## src/rtl/dut_run_ctrl.sv

```systemverilog
// dut_run_ctrl: run sequencer and sticky pass-vector monitor for the BRAM test DUT; optional soak loop under DUT_RUN_LOOP_EN
module dut_run_ctrl #(
  parameter int NUM = 10,
  parameter int SETTLE_CYCLES = 64,
  parameter int RUN_CYCLES = 1024,
  parameter int GUARD_CYCLES = 8,
  parameter int DRAIN_CYCLES = 4,
  parameter int CNT_W = 16
) (
  input  logic             ref_clk_in,
  input  logic             reset,
  input  logic             go,
  input  logic             abort,
  input  logic [NUM-1:0]   pass_in,
  output logic             clock_en_out,
  output logic             start_out,
  output logic             stop_out,
  output logic             busy,
  output logic             done,
  output logic             result_pass,
  output logic             aborted,
  output logic [NUM-1:0]   fail_mask,
  output logic [CNT_W-1:0] run_count,
  output logic [CNT_W-1:0] fail_count
);
  localparam int CW = $clog2(SETTLE_CYCLES + RUN_CYCLES + DRAIN_CYCLES + 1);
  typedef enum logic [2:0] {IDLE, SETTLE, RUN, STOP, DRAIN, DONE} state_t;
  state_t state;
  logic [CW-1:0] cnt;
  logic [NUM-1:0] pass_d;
  logic pass_ok;
  assign pass_ok = ~|fail_mask & ~aborted;
  // sequencer: control outputs are decoded from the current state one edge later, mask and stats update in place
  always_ff @(posedge ref_clk_in) begin
    if (reset) begin
      state <= IDLE;
      cnt <= '0;
      pass_d <= '0;
      clock_en_out <= 1'b0;
      start_out <= 1'b0;
      stop_out <= 1'b0;
      busy <= 1'b0;
      done <= 1'b0;
      result_pass <= 1'b0;
      aborted <= 1'b0;
      fail_mask <= '0;
      run_count <= '0;
      fail_count <= '0;
    end else begin
      pass_d <= pass_in;
      clock_en_out <= state inside {SETTLE, RUN, STOP, DRAIN};
      start_out <= state == RUN;
      stop_out <= state == STOP;
      busy <= state != IDLE;
      done <= state == DONE;
      cnt <= cnt + CW'(1);
      case (state)
        IDLE: if (go && !abort) begin
          state <= SETTLE;
          cnt <= '0;
          fail_mask <= '0;
          aborted <= 1'b0;
        end
        SETTLE: if (abort) begin
          state <= STOP;
          aborted <= 1'b1;
        end else if (cnt == CW'(SETTLE_CYCLES - 1)) begin
          state <= RUN;
          cnt <= '0;
        end
        RUN: begin
          if (cnt >= CW'(GUARD_CYCLES)) fail_mask <= fail_mask | ~pass_d;
          if (abort) begin
            state <= STOP;
            aborted <= 1'b1;
          end else if (cnt == CW'(RUN_CYCLES - 1)) state <= STOP;
        end
        STOP: begin
          state <= DRAIN;
          cnt <= '0;
        end
        DRAIN: if (cnt == CW'(DRAIN_CYCLES - 1)) state <= DONE;
        DONE: begin
          result_pass <= pass_ok;
          if (!aborted) begin
            if (~&run_count) run_count <= run_count + CNT_W'(1);
            if (|fail_mask && ~&fail_count) fail_count <= fail_count + CNT_W'(1);
          end
`ifdef DUT_RUN_LOOP_EN
          if (pass_ok && !abort) begin
            state <= SETTLE;
            cnt <= '0;
            fail_mask <= '0;
          end else state <= IDLE;
`else
          state <= IDLE;
`endif
        end
        default: state <= IDLE;
      endcase
    end
  end
endmodule
```

## config.mk

```make
export PLATFORM = sky130hd
export DESIGN_NAME = dut_run_ctrl
export DESIGN_NICKNAME = d
export VERILOG_FILES = /design/src/rtl/dut_run_ctrl.sv
export SDC_FILE = /design/constraint.sdc
export NUM_CORES = 1
export LEC_CHECK = 0
export BUFFER_PORTS_ARGS = -buffer_cell sky130_fd_sc_hd__buf_2
export CAP_MARGIN = 20
export CORE_MARGIN = 3
export CORE_UTILIZATION = 50
export DETAILED_ROUTE_END_ITERATION = 10
export MAX_ROUTING_LAYER = met4
export PLACE_DENSITY = 0.73
export SETUP_SLACK_MARGIN = 0.02
export SYNTH_ARGS = -nofsm -noshare
export SYNTH_HDL_FRONTEND = slang
export SYNTH_SLANG_ARGS = --single-unit
```

## constraint.sdc

```tcl
create_clock -name ref_clk_in -period 2.1 [get_ports ref_clk_in]
set_input_delay 0.525 -clock ref_clk_in [delete_from_list [all_inputs] [get_ports ref_clk_in]]
set_output_delay 0.525 -clock ref_clk_in [all_outputs]
set_load 0.01 [all_outputs]
```

# [After elaboration in Yosys (flattened, before gate mapping)]
# Cells that the tools add are included.
[word_totals] reg_bits=73 in_bits=14 out_inout_bits=49 word_cells=72
[op_classes] addsub=3 order_cmp=1 n_eq_ne=14 mux=17 n_bitwise=5 n_reduce_logical=19
[op_table] operator="$mux 11" count=3
[op_table] operator="$pmux 11 s3" count=1
[op_table] operator="$add 16x1->16 const B" count=2
[op_table] operator="$reduce_and 16->1" count=2
[op_table] operator="$mux 10" count=2
[op_table] operator="$pmux 10 s2" count=1
[op_table] operator="$mux 3" count=6
[op_table] operator="$pmux 3 s5" count=1
[op_table] operator="$reduce_and 3->1" count=4
[op_table] operator="$add 11x1->11 const B" count=1
[op_table] operator="$eq 11x10->1 const B" count=1
[op_table] operator="$eq 11x2->1 const B" count=1
[op_table] operator="$eq 11x6->1 const B" count=1
[op_table] operator="$ge 11x4->1 const B" count=1
[op_table] operator="$not 10->10" count=1
[op_table] operator="$or 10x10->10" count=1
[op_table] operator="$reduce_or 10->1" count=1
[op_table] operator="$eq 3x2->1 const B" count=2
[op_table] operator="$eq 3x3->1 const B" count=2
[op_table] operator="$ne 2x1->1 const B" count=3
[op_table] operator="$ne 3x2->1 const B" count=2
[op_table] operator="$reduce_and 4->1" count=1
[op_table] operator="$reduce_bool 2->1" count=2
[op_table] operator="$reduce_bool 4->1" count=1
[op_table] operator="11 further kinds" count=16

# [Logic depth before layout (Yosys ltp)]
# Gate-level depths: netlist of run 1.
[logic_depth] depth_word=4 depth_mapped=7 mapped_depth_nobuf=6

# [Worst setup path before layout of run 1]
# OpenSTA, ideal clock, no wires.
[synth_path] path_kind="reg2reg" from="register run_count[0]" to="register run_count[2]" setup_ns=0.091 arrival_ns=1.737 required_ns=2.009 path_slack_ns=0.272 path_stages_with_launch=6 path_buffers=0 period_less_slack_ns=1.828 cell_sequence="dfxtp_1 > ha_1 > nand3_1 > nor3_1 > a21boi_0 > a311oi_1"
[synth_via] elab_chain_len=3 elab_cells_between_ends=4 classes_between="add/sub (1); bitwise (1); reduce/logical (2)"
[synth_lines] element="start: declaration" line_no="23" rtl="output logic [CNT_W-1:0] run_count,"
[synth_lines] element="start signal: assignment" line_no="86" rtl="if (~&run_count) run_count <= run_count + CNT_W'(1);"
[synth_lines] element="parallel branches: the longest is 3 deep, another holds $add 16x1->16"
# Parallel ways; which one is timed is not known.
# A chain may end at the register's enable or synchronous reset.

# [Final worst setup path of run 1]
[layout_path] from="register state[1]" to="register fail_count[13]"
[layout_via] elab_chain_len=2
[layout_lines] element="start: declaration" line_no="28" rtl="state_t state;"
[layout_lines] element="start signal: assignment" line_no="36" rtl="state <= IDLE;"
[layout_lines] element="start signal: assignment" line_no="59" rtl="state <= SETTLE;"
[layout_lines] element="start signal: assignment" line_no="65" rtl="state <= STOP;"
[layout_lines] element="$eq 3x3->1" line_no="57" rtl="case (state)"
[layout_lines] element="$reduce_and 3->1 (no line)"
[layout_lines] element="end signal: assignment" line_no="87" rtl="if (|fail_mask && ~&fail_count) fail_count <= fail_count + CNT_W'(1);"
[layout_lines] element="end: declaration" line_no="24" rtl="output logic [CNT_W-1:0] fail_count"
# Every way passes these cells.

==> summary.md, run 1 <==
| Metric | Value |
|---|---|
| Total CTS buffers | 9 |
| Post-DP Area | ~3600 µm² |
| Max clock buf depth | 2 |
| Starting Density | between 50% and 60% |
| CP Launch Type | flop |
| Worst-Margin Slew | 0.828 ns |
| Max Cap Viol | 0 |
| Sw Ratio | 26.5% |
| CP endpoint kind | flop |
| Final Max Slew Viols | 0 |
| WL final | 6580 µm |
| Syn_area_per_cell | 9.23 µm² |
| Post-CTS resize count | 0 |
| DR iter-0 viols | about 120 |
| Global-route wire length before repair | 11600 µm |
| Flop pwr share | a little over half |
| Final setup viols | 0 |
| Most common cell after layout, fill and taps aside | dfxtp_1 |
| First-pass DRT Iterations | 5 |
| Routed WL per cell | 13.3 µm |
| Total power | about 2.8 mW |
| Root Driver | clkbuf_8 |
| Min-delay worst type | input pin to flop |
| Vias | 2658 |
| Sequential area share after synthesis | 45.5% |
| Hold buffers post-CTS | 0 |
| H-tree Lvls | 3 |
| P_sw | 0.731 mW |
| DP Worst Slack | about 0.22 ns |
| Cell Pwr Density | about 730 nW/µm² |
| Synth cell types | 48 |
| Placed Instances | 480 |
| # DRC | 0 |
| Detailed Place HPWL | roughly 4700 µm |
| Ys async rst share | 0% |
| Io pins | 63 |
| Design area | between 3000 and 4000 µm² |
| RSZ-0062 raised after global routing | false |
| Minimum clock period after layout | 1.88 ns |
| Seq cells post-synth | 73 |
| Die Wd | 86.1 µm |
| Hold WS | 0.384 ns |
| Vias in the first global route | 2557 |
| Internal Power | 2.03 mW |
| Share of cells above drive strength 1 | 26.6% |
| CP required | around 2.3 ns |
| Critical path type | flop to flop |
| Total Nets Final | ~430 |
| Highest ir drop seen on vdd | between 0.4 and 0.5 mV |
| TNS Setup | 0 ns |
| Max Clock Freq | 531 MHz |
| Worst Path Arrival | roughly 2.1 ns |
| DRT antenna net count | 0 |
| Synth Warn # | 0 |
| Outcome | finished, final reports clean |
| Final cycle utilization of the critical path | about 90% |
| Worst-skew pair later-pin latency | approximately 0.34 ns |
| Total setup buffers inserted after CTS | 0 |
| Static leakage | approximately 1.5 nW |
| Area fraction of the dominant cell type after synthesis | 45.5% |
| CTS sink count | 73 |
| Cells after Synth | ~350 |
| EDFF count, synth | 0 |
| Final core area utilization | 62.5% |
| TritonCTS clock tree | done |
| Die height | 86.1 µm |
| Placer congestion estimate | 0.858 |
| Input/output buffers | 62 |
| CTS clk-pin slew, worst paths | 0.08 ns |
| Synthesis-to-finish area growth | 18.0% |
| Antenna violations before repair | 0 |
| Core Footprint | just over 6000 µm² |
| R2R depth | 5 |
| Clock Power Share | 34.9% |
| Hold depth | 2 |
| Global route overflow | 0 |
| Combinational share of power | 11.6% |
| Clk_skew | 0.00679 ns |
| Drt via density | 5.36 |
| Row cnt | 28 |
| Commonest non-fill, non-tap cells in the layout | 73 x dfxtp_1, 62 x buf_2, 50 x nor2_1 |
| Largest net degree at the start of global routing | 36 |
| Die Area | 7420 µm² |
| Synth Cell Area | 3210 µm² |
| Synth top area cells | dfxtp_1 46%, xnor2_1 8.2%, nor2_1 5.8%, nand3_1 3.1%, o21a_1 2.3% |
| Final setup margin | 0.215 ns |
| Inserted Diodes | 0 |
| Synthesized Nets | 366 |
| Final Hold Fails | 0 |
| Layout Cells excl Fill | 496 |
| Top_reg_cell synth | dfxtp_1 |
| CP Max Fanout | 12 |
| Slew headroom | 44.5% |
| Area leader, netlist | dfxtp_1 |
| All-layer global routing usage | 20.0% |
==> synth_stat cells (all sizes together) (3+ instances only) <==
library cell	count
nor2	60
or4	3
nand2	17
a2111oi	3
nor3	11
o21ai	7
a211oi	9
nor4	11
a21oi	10
inv	9
a31oi	3
dfxtp	73
o21a	10
and4	3
and3	9
clkbuf	7
nand4	8
nand3	21
nor2b	11
buf	6
ha	4
xor2	6
xnor2	30
mux2i	3
==> layout make-up <==
type                            count  area, µm²
Sequential cell                    73       1460
Clock buffer                       11        141
Multi-Input combinational cell    253       1650
Timing Repair Buffer               70        383
Inverter                            9       33.8
Fill cell                         539       2270
Tap cell                           75       93.8
Clock inverter                      5       31.3
==> path summary, 6_finish.rpt <==
kind         slack [ns]             end       start
max                0.22  fail_count[13]    state[1]
min                0.38       pass_d[5]  pass_in[5]
max reg2reg        0.22  fail_count[13]    state[1]
min reg2reg        0.47          cnt[0]      cnt[0]
==> state kept, by name (all words and copies together), names as in the netlist <==
signal and count:
busy 1, aborted 1, state 3, done 1, fail_count 16, clock_en_out 1
pass_d 10, stop_out 1, fail_mask 10, cnt 11, start_out 1, result_pass 1
run_count 16
==> worst max-delay path, cell delays in order, from the launching register on <==
cell       delay, ns
dfxtp_1         0.38
and4bb_2        0.53
nand4_2         0.23
a2111oi_2       0.42
xnor2_1         0.16
nor2_1          0.05
==> per-layer routing <==
metal  up-vias  GRT usage (%)  share of wire [%]
met5         -              -                  0
met4         0           6.62               0.35
met3         3           4.80                5.1
met2        62           31.6                 48
met1      1241           25.0                 47
li1       1352              -                  -
==> power groups by stage <==
stage | clock network, mW | logic (mW) | registers (mW)
4_1_cts | 0.998 | 0.326 | 1.48
2_1_floorplan | 0 | 0.201 | 1.52
6_report | 0.963 | 0.321 | 1.48
3_5_place_dp | 0 | 0.324 | 1.51
3_3_place_gp | 0 | 0.321 | 1.51
5_1_grt | 1.05 | 0.355 | 1.48
==> cells by family (layout without fill, tap and decap cells) <==
family          after synthesis  after routing  synth area share (%)
compound gates               50             50                  12.0
xor+xnor                     36             36                  9.82
fa+ha+maj                     4              4                  1.56
buf+inv                      22             95                  3.27
flops                        73             73                  45.5
mux                           3              3                 0.935
simple gates                160            160                  26.9
Note: power is estimated with default switching activity, not from simulation.
==> inputs of run 2 (changes only) <==
--- a/config.mk
+++ b/config.mk
@@ -7,8 +7,8 @@
 export LEC_CHECK = 0
 export BUFFER_PORTS_ARGS = -buffer_cell sky130_fd_sc_hd__buf_2
 export CAP_MARGIN = 20
-export CORE_MARGIN = 3
 export CORE_UTILIZATION = 50
+export CTS_CLUSTER_SIZE = 40
 export DETAILED_ROUTE_END_ITERATION = 10
 export MAX_ROUTING_LAYER = met4
 export PLACE_DENSITY = 0.73
==> constraint.sdc (replaced) <==
create_clock -name ref_clk_in -period 2.1 [get_ports ref_clk_in]
set_input_delay 0.315 -clock ref_clk_in [delete_from_list [all_inputs] [get_ports ref_clk_in]]
set_output_delay 0.315 -clock ref_clk_in [all_outputs]
set_load 0.01 [all_outputs]
==> summary.md, run 2 (synthesized netlist as in run 1, its figures left out) <==
| Metric | Value |
|---|---|
| Total Nets Final | 434 (unchanged) |
| Design area | 3850 µm² (+1.5%) |
| Die height | 82.1 µm (-4.6%) |
| Static leakage | 1.54 nW (+1.7%) |
| Buf/Inv on CP | 1 (+1) |
| Vias | 2636 (-0.83%) |
| Die Area | 6750 µm² (-9.1%) |
| Worst Path Arrival | 2.11 ns (about the same) |
| First-pass DRT Iterations | 4 (-1) |
| Outcome | finished, final reports clean |
| Slew headroom | 46.7% (+2.1 points) |
| Regs by FF count | fail_count: 16 flops, run_count: 16 flops, cnt: 11 flops |
| Post-DP Area | 3600 µm² (-0.35%) |
| Row cnt | 28 (unchanged) |
| RSZ-0062 raised after global routing | false |
| Placed Instances | 480 (unchanged) |
| Synthesis-to-finish area growth | 19.8% |
| Inserted Diodes | 0 (unchanged) |
| Share of cells above drive strength 1 | 26.8% (+0.24 points) |
| TNS Setup | 0 ns (unchanged) |
| CP Depth | 6 (+1) |
| Starting Density | 53.0% (unchanged) |
| CP required | 2.34 ns (+0.02 ns) |
| Largest net degree at the start of global routing | 40 (+11%) |
| Final Hold Fails | 0 (unchanged) |
| Clock Power Share | 41.7% (+6.8 points) |
| Cell Pwr Density | 796 nW/µm² (+9.2%) |
| R2R depth | 6 (+1) |
| WL final | 6310 µm (-4.2%) |
| Root Driver | clkbuf_8 |
| Global-route wire length before repair | 10300 µm (-11%) |
| Final core area utilization | 63.5% (+0.93 points) |
| Critical path type | flop to flop |
| Top delay family on crit path | simple AND/OR/NAND/NOR gates |
| H-tree Lvls | 3 (unchanged) |
| DR iter-0 viols | 75 (-37%) |
| Hold buffers post-CTS | 0 (unchanged) |
| Min-delay worst type | input pin to flop |
| Worst-Margin Slew | 0.797 ns (-0.0317 ns) |
| CP Launch Type | flop |
| CTS clk-pin slew, worst paths | 0.08 ns (about the same) |
| TritonCTS clock tree | done |
| Max Cap Viol | 0 (unchanged) |
| Commonest non-fill, non-tap cells in the layout | 73 x dfxtp_1, 62 x buf_2, 50 x nor2_1 |
| Flop-to-flop setup slack | 0.23 ns (+0.02 ns) |
| Routed WL per cell | 12.7 µm (-4.2%) |
| DRT antenna net count | 0 (unchanged) |
| CP Max Fanout | 11 (-1) |
| Io pins | 63 (unchanged) |
| Sw Ratio | 24.7% (-1.8 points) |
| Slowest stage cell on the critical path | or4_4 |
| Hold WS | 0.172 ns (-0.213 ns) |
| All-layer global routing usage | 20.8% (+0.85 points) |
| Critical Path Source | cnt[7] |
| Final setup viols | 0 (unchanged) |
| Flop pwr share | 48.4% (-5.1 points) |
| Total setup buffers inserted after CTS | 0 (unchanged) |
| Max Clock Freq | 535 MHz (+0.86%) |
| Post-CTS resize count | 0 (unchanged) |
| Antenna violations before repair | 0 (unchanged) |
| Combinational share of power | 9.9% (-1.7 points) |
| Highest ir drop seen on vdd | 0.518 mV (+11%) |
| Layout Cells excl Fill | 496 (unchanged) |
| Reg2reg end | cnt[10] |
| Clk_skew | 0.0124 ns (+0.00564 ns) |
| Crit path largest cell delay | 0.55 ns (+0.02 ns) |
| Max clock buf depth | 2 (unchanged) |
| Drt via density | 5.31 (-0.83%) |
| # DRC | 0 (unchanged) |
| CP endpoint kind | flop |
| Final cycle utilization of the critical path | 89.0% (-0.76 points) |
| Detailed Place HPWL | 4560 µm (-3.1%) |
| Worst-skew pair later-pin latency | 0.35 ns (about the same) |
| Worst setup endpoint | cnt[10] |
| Internal Power | 2.30 mW (+14%) |
| Crit Reg-Reg Startpoint | cnt[7] |
| Most common cell after layout, fill and taps aside | dfxtp_1 |
| Global route overflow | 0 (unchanged) |
| Vias in the first global route | 2301 (-10%) |
| Total CTS buffers | 9 (unchanged) |
| CP Cell Sequence | or4_4 > nor4_4 > a21boi_2 > o21ai_2 > buf_4 > nor2_1 |
| Final Max Slew Viols | 0 (unchanged) |
| P_sw | 0.756 mW (+3.5%) |
| Input/output buffers | 62 (unchanged) |
| Placer congestion estimate | 0.819 (-4.5%) |
| Fill cells | 549 (+1.9%) |
| Core Footprint | 6060 µm² (unchanged) |
| CTS sink count | 73 (unchanged) |
| Die Wd | 82.1 µm (-4.6%) |
| Minimum clock period after layout | 1.87 ns (-0.0160 ns) |
[run 2: worst min-delay path by stage]
stage / start / cells after the start / to
3_3_place_gp: cnt[0] / 1 / cnt[0]
5_1_grt: pass_in[4] / 2 / pass_d[4]
6_report: pass_in[3] / 2 / pass_d[3]
2_1_floorplan: cnt[0] / 1 / cnt[0]
3_5_place_dp: cnt[0] / 1 / cnt[0]
4_1_cts: pass_in[3] / 2 / pass_d[3]
[run 2: layer usage]
layer	track usage [%]	part of all wire, %
met1	25.7	49
met5	-	0
met3	4.29	3.3
met4	10.7	2.1
met2	32.1	45
[run 2: area by class of cell]
class / instances / area (µm²) / area share (%)
clock buffer: 11 / 151 / 3.94
inverter: 9 / 33.8 / 0.878
clock inverter: 5 / 86.3 / 2.24
tap: 75 / 93.8 / 2.44
sequential: 73 / 1460 / 38.0
multi-input combinational: 253 / 1650 / 42.9
timing repair buffer: 70 / 370 / 9.63
[run 2: power by group through the flow]
stage | clock (mW) | combinational [mW] | sequential [mW]
after CTS | 1.30 | 0.310 | 1.48
after global placement | 0 | 0.304 | 1.51
after floorplan | 0 | 0.201 | 1.52
after detailed placement | 0 | 0.307 | 1.51
final | 1.28 | 0.304 | 1.48
after global routing | 1.38 | 0.340 | 1.49
[run 2: through the flow]
| stage | setup WS, ns | total power [mW] |
|---|---|---|
| 2_1_floorplan | 0.272 | 1.72 |
| 3_3_place_gp | 0.266 | 1.81 |
| 3_5_place_dp | 0.193 | 1.82 |
| 4_1_cts | 0.158 | 3.09 |
| 5_1_grt | 0.110 | 3.21 |
| 6_report | 0.231 | 3.06 |
